### src/rtl/hazard_pkg.sv
// ---------------------------------------------------------------------------
// hazard_pkg : shared types and constants for the hazard/stall unit
// Rev 1.0
// ---------------------------------------------------------------------------
`default_nettype none

package hazard_pkg;

    typedef enum logic [1:0] {
        RUN   = 2'd0,
        STALL = 2'd1,
        FLUSH = 2'd2
    } state_t;

    localparam int   REG_ZERO   = 0;
    localparam int   CNT_W      = 4;
    // Replicated to CTRL_W at the point of use: every control bit of a bubble is 0.
    localparam logic BUBBLE_BIT = 1'b0;

endpackage

`default_nettype wire

### src/rtl/load_use_detect.sv
// ---------------------------------------------------------------------------
// load_use_detect : combinational load-use hazard comparator
// Rev 1.0
// ---------------------------------------------------------------------------
`default_nettype none

module load_use_detect
    import hazard_pkg::*;
#(
    parameter int REG_AW = 5
) (
    input  logic              ex_memread_i,
    input  logic [REG_AW-1:0] ex_rt_i,
    input  logic [REG_AW-1:0] id_rs_i,
    input  logic [REG_AW-1:0] id_rt_i,
    input  logic              id_uses_rt_i,
    output logic              hz_o
);

    // r0 is hardwired to zero, so a load targeting it can never feed a consumer.
    assign hz_o = ex_memread_i
                & (ex_rt_i != REG_AW'(REG_ZERO))
                & ((ex_rt_i == id_rs_i) | (id_uses_rt_i & (ex_rt_i == id_rt_i)));

endmodule

`default_nettype wire

### src/rtl/hazard_stall_unit.sv
// ---------------------------------------------------------------------------
// hazard_stall_unit : load-use stall / branch flush control, registers ID/EX control.
// Optional macro HAZARD_STATS_EN adds saturating stall/flush cycle counters.
// Rev 1.0
// ---------------------------------------------------------------------------
`default_nettype none

module hazard_stall_unit
    import hazard_pkg::*;
#(
    parameter int CTRL_W      = 12,
    parameter int REG_AW      = 5,
    parameter int LOAD_STALL  = 1,
    parameter int FLUSH_SLOTS = 1
) (
    input  logic              clk,
    input  logic              rst_n,
    input  logic [CTRL_W-1:0] ctrl_in,
    input  logic [REG_AW-1:0] id_rs,
    input  logic [REG_AW-1:0] id_rt,
    input  logic              id_uses_rt,
    input  logic              ex_memread,
    input  logic [REG_AW-1:0] ex_rt,
    input  logic              branch_taken,
    output logic [CTRL_W-1:0] ctrl_out,
    output logic              pc_write,
    output logic              ifid_write,
    output logic              ifid_flush,
    output logic              bubble
`ifdef HAZARD_STATS_EN
    ,
    output logic [31:0]       stall_cycles,
    output logic [31:0]       flush_cycles
`endif
);

    // The first stall/flush cycle is spent in RUN, so the counter covers the rest.
    localparam logic [CNT_W-1:0] STALL_INIT = CNT_W'((LOAD_STALL  > 1) ? LOAD_STALL  - 2 : 0);
    localparam logic [CNT_W-1:0] FLUSH_INIT = CNT_W'((FLUSH_SLOTS > 1) ? FLUSH_SLOTS - 2 : 0);
    localparam logic [CTRL_W-1:0] BUBBLE    = {CTRL_W{BUBBLE_BIT}};

    state_t             state_q, state_d;
    logic [CNT_W-1:0]   cnt_q,   cnt_d;
    logic [CTRL_W-1:0]  ctrl_q,  ctrl_d;
    logic               bubble_q, bubble_d;
    logic               hz;

    load_use_detect #(
        .REG_AW (REG_AW)
    ) u_detect (
        .ex_memread_i (ex_memread),
        .ex_rt_i      (ex_rt),
        .id_rs_i      (id_rs),
        .id_rt_i      (id_rt),
        .id_uses_rt_i (id_uses_rt),
        .hz_o         (hz)
    );

    always_ff @(posedge clk or negedge rst_n) begin
        if (!rst_n) begin
            state_q  <= RUN;
            cnt_q    <= '0;
            ctrl_q   <= BUBBLE;
            bubble_q <= 1'b1;
        end else begin
            state_q  <= state_d;
            cnt_q    <= cnt_d;
            ctrl_q   <= ctrl_d;
            bubble_q <= bubble_d;
        end
    end

    always_comb begin
        state_d    = state_q;
        cnt_d      = cnt_q;
        ctrl_d     = BUBBLE;
        bubble_d   = 1'b1;
        pc_write   = 1'b1;
        ifid_write = 1'b1;
        ifid_flush = 1'b0;
        case (state_q)
            RUN: begin
                if (branch_taken) begin
                    ifid_flush = 1'b1;
                    if (FLUSH_SLOTS > 1) begin
                        state_d = FLUSH;
                        cnt_d   = FLUSH_INIT;
                    end
                end else if (hz) begin
                    pc_write   = 1'b0;
                    ifid_write = 1'b0;
                    if (LOAD_STALL > 1) begin
                        state_d = STALL;
                        cnt_d   = STALL_INIT;
                    end
                end else begin
                    ctrl_d   = ctrl_in;
                    bubble_d = 1'b0;
                end
            end
            STALL: begin
                pc_write   = 1'b0;
                ifid_write = 1'b0;
                if (cnt_q == '0) state_d = RUN;
                else             cnt_d   = cnt_q - CNT_W'(1);
            end
            FLUSH: begin
                ifid_flush = 1'b1;
                if (cnt_q == '0) state_d = RUN;
                else             cnt_d   = cnt_q - CNT_W'(1);
            end
            default: begin
                state_d = RUN;
                cnt_d   = '0;
            end
        endcase
    end

    assign ctrl_out = ctrl_q;
    assign bubble   = bubble_q;

`ifdef HAZARD_STATS_EN
    logic [31:0] stall_cnt_q;
    logic [31:0] flush_cnt_q;

    always_ff @(posedge clk or negedge rst_n) begin
        if (!rst_n) begin
            stall_cnt_q <= '0;
            flush_cnt_q <= '0;
        end else begin
            if (!pc_write && (stall_cnt_q != '1)) stall_cnt_q <= stall_cnt_q + 32'd1;
            if (ifid_flush && (flush_cnt_q != '1)) flush_cnt_q <= flush_cnt_q + 32'd1;
        end
    end

    assign stall_cycles = stall_cnt_q;
    assign flush_cycles = flush_cnt_q;
`endif

endmodule

`default_nettype wire

### config.mk
export PLATFORM = sky130hd
export DESIGN_NAME = hazard_stall_unit
export DESIGN_NICKNAME = d
export VERILOG_FILES = /design/src/rtl/hazard_pkg.sv /design/src/rtl/load_use_detect.sv /design/src/rtl/hazard_stall_unit.sv
export SDC_FILE = /design/constraint.sdc
export NUM_CORES = 1
export LEC_CHECK = 0
export CAP_MARGIN = 20
export CORE_MARGIN = 1
export CORE_UTILIZATION = 34
export CTS_CLUSTER_SIZE = 25
export DETAILED_ROUTE_END_ITERATION = 10
export PLACE_DENSITY = 0.87
export SYNTH_ARGS = -nofsm -noshare
export SYNTH_HDL_FRONTEND = slang
export SYNTH_SLANG_ARGS = --single-unit
### constraint.sdc
create_clock -name clk -period 2.9 [get_ports clk]
set_input_delay 0.58 -clock clk [delete_from_list [all_inputs] [get_ports clk]]
set_output_delay 0.58 -clock clk [all_outputs]
set_load 0.01 [all_outputs]
==> metrics.txt <==
H-tree Lvls=1; sequential share of the synthesized area=0.482; Bufs on Longest Clock Path=2; Worst Max-Slew Pin Slew=0.535 ns; Main synth FF type=dfrtp_1; hpwl dp=1430 um; Post-synth EDFFs=0; Period Utilization, post-route=0.941; final setup violating endpoints=0; gr ovfl total=0; placed cell count=135; startpoint types=primary input; CTS tree=done; power per cell area=357 nW/um2; Core Area=approximately 1800 um2; synth top area cells=dfrtp_1, xnor2_1, a21oi_2; CP Max Fanout=2; Clock Pin Slew Worst Setup and Hold Paths=0.08 ns; share of layout cells above drive strength 1=0.193; Iter 0 DRT Violations=8; All-Layer GR Usage=0.169; warning count from the yosys run=0; HP Class=primary input to asynchronous set/reset pin; Tmin final=2.73 ns; fin cells=139; # diodes=0; Final Hold Fails=0; GP Congestion=0.789; vias in the first global route=607; Mapped Cells=61; Pre-Repair DR Iteration Count=4; vias per cell=4.44; mapped cell area=approximately 680 um2; total clock sinks=13; syn_area_per_cell=11.1 um2; Synth area leader=dfrtp_1; placement row count=15; VDD IR max=0.000154 V; share of the synthesized area in the top cell type=0.444; Seq cells post-synth=13; antenna violations before repair=0; WL/cell=12.0 um; Slew headroom=0.642; fin util=0.676; Root Buffer=clkbuf_4; die area=approximately 2200 um2; leak pwr=0.486 nW; chip width=46.6 um; antenna viol nets, final=0; top cells by count, synth=dfrtp_1, nand2b_1, xnor2_1; via count=between 600 and 700; final net count=147; Area Overhead vs Synth=80.0%; worst setup path class=primary input to output pin; CTS buffer count=3; routed wire length=1670 um; global-route wire length before repair=2530 um; post-synthesis async set-or-reset flop share=1.00; synth unique cells=17; # Max-Cap Violations=0; IO Port Bufs=47; largest net degree at the start of global routing=14; Critical Path RT=2.32 ns; Vert. Die Dim=roughly 47 um; RSZ-0062 raised after global routing=false; Fmax=366 MHz; crit end category=output pin; Syn Nets=93; status=finished clean; total DRC errors in the routed layout=0; critical path arrival=2.15 ns; # IOs=48; total power=0.000435 W; Starting Density=0.376; Slew Limit Fails=0
cells in the final DEF (no fill, tap or decap):
cell type	count
or4_1	1
a21o_1	1
clkinv_2	1
clkbuf_4	3
dlygate4sd2_1	2
dfstp_2	1
nand3_1	1
nand2_1	2
clkdlybuf4s50_1	45
o21a_2	1
a21oi_2	9
nand2b_1	12
a21oi_1	3
xnor2_1	10
buf_4	7
nand4_1	1
dfrtp_1	12
nand3b_1	1
o22ai_1	1
sequential cells by signal (all words and copies together) (netlist names):
register  cells
ctrl_out     12
bubble        1
area by class of cell:
| cell class | instances | area [um2] |
|---|---|---|
| fillers | 139 | 583 |
| repair buffers | 54 | 520 |
| flip-flops and latches | 13 | 327 |
| multi-input cells | 43 | 313 |
| well taps | 25 | 31.3 |
| clock buffers | 3 | 22.5 |
| clock inverters | 1 | 5.00 |
where the power goes:
group / total [W] / internal (W) / switching [W]
logic: 0.000128 / 0.0000814 / 0.0000464
registers: 0.000195 / 0.000192 / 0.00000273
clock network: 0.000112 / 0.0000512 / 0.0000610
worst max-delay path by stage:
stage	to	slack, ns	startpoint	cells past startpoint
after global placement	ifid_write	-0.09	ex_rt[4]	5
after floorplan	pc_write	0.56	ex_rt[4]	5
after global routing	pc_write	0.11	ex_rt[0]	7
final	ifid_write	0.17	ex_rt[4]	5
after CTS	pc_write	0.16	ex_rt[4]	5
after detailed placement	pc_write	-0.11	ex_rt[4]	5
metal layers:
metal  track usage  wire length [um]
met1         0.200               719
met2         0.308               856
met3        0.0118                71
met4        0.0686                27
met5             0                 0
stage by stage:
| step | cell area (um2) | TNS (ns) | worst slack, ns | hold WS, ns |
|---|---|---|---|---|
| 5_1_grt | 1220 | 0 | 0.107 | 0.689 |
| 2_1_floorplan | 677 | 0 | 0.565 | 0.284 |
| 3_5_place_dp | 1190 | -0.224 | -0.113 | 0.958 |
| 3_3_place_gp | 1190 | -0.181 | -0.0936 | 0.948 |
| 6_report | 1220 | 0 | 0.171 | 0.643 |
| 4_1_cts | 1220 | 0 | 0.156 | 0.662 |
cells by family after synthesis:
logic type	count (synthesis)	synth area share
simple gates	18	0.161
buf+inv	5	0.0554
flops	13	0.482
xor+xnor	10	0.129
compound gates	15	0.172
critical path: stages:
cell and delay [ns]:
clkdlybuf4s50_1 0.42, or4_1 0.54, o21a_2 0.22, nand3b_1 0.11, dlygate4sd2_1 0.28
timing repair:
item	CTS	global route
hold buffers	0	0
setup buffers	0	0
endpoints found under the setup margin	2	0
gates resized for setup	2	0
Note: power is estimated with default switching activity, not from simulation.
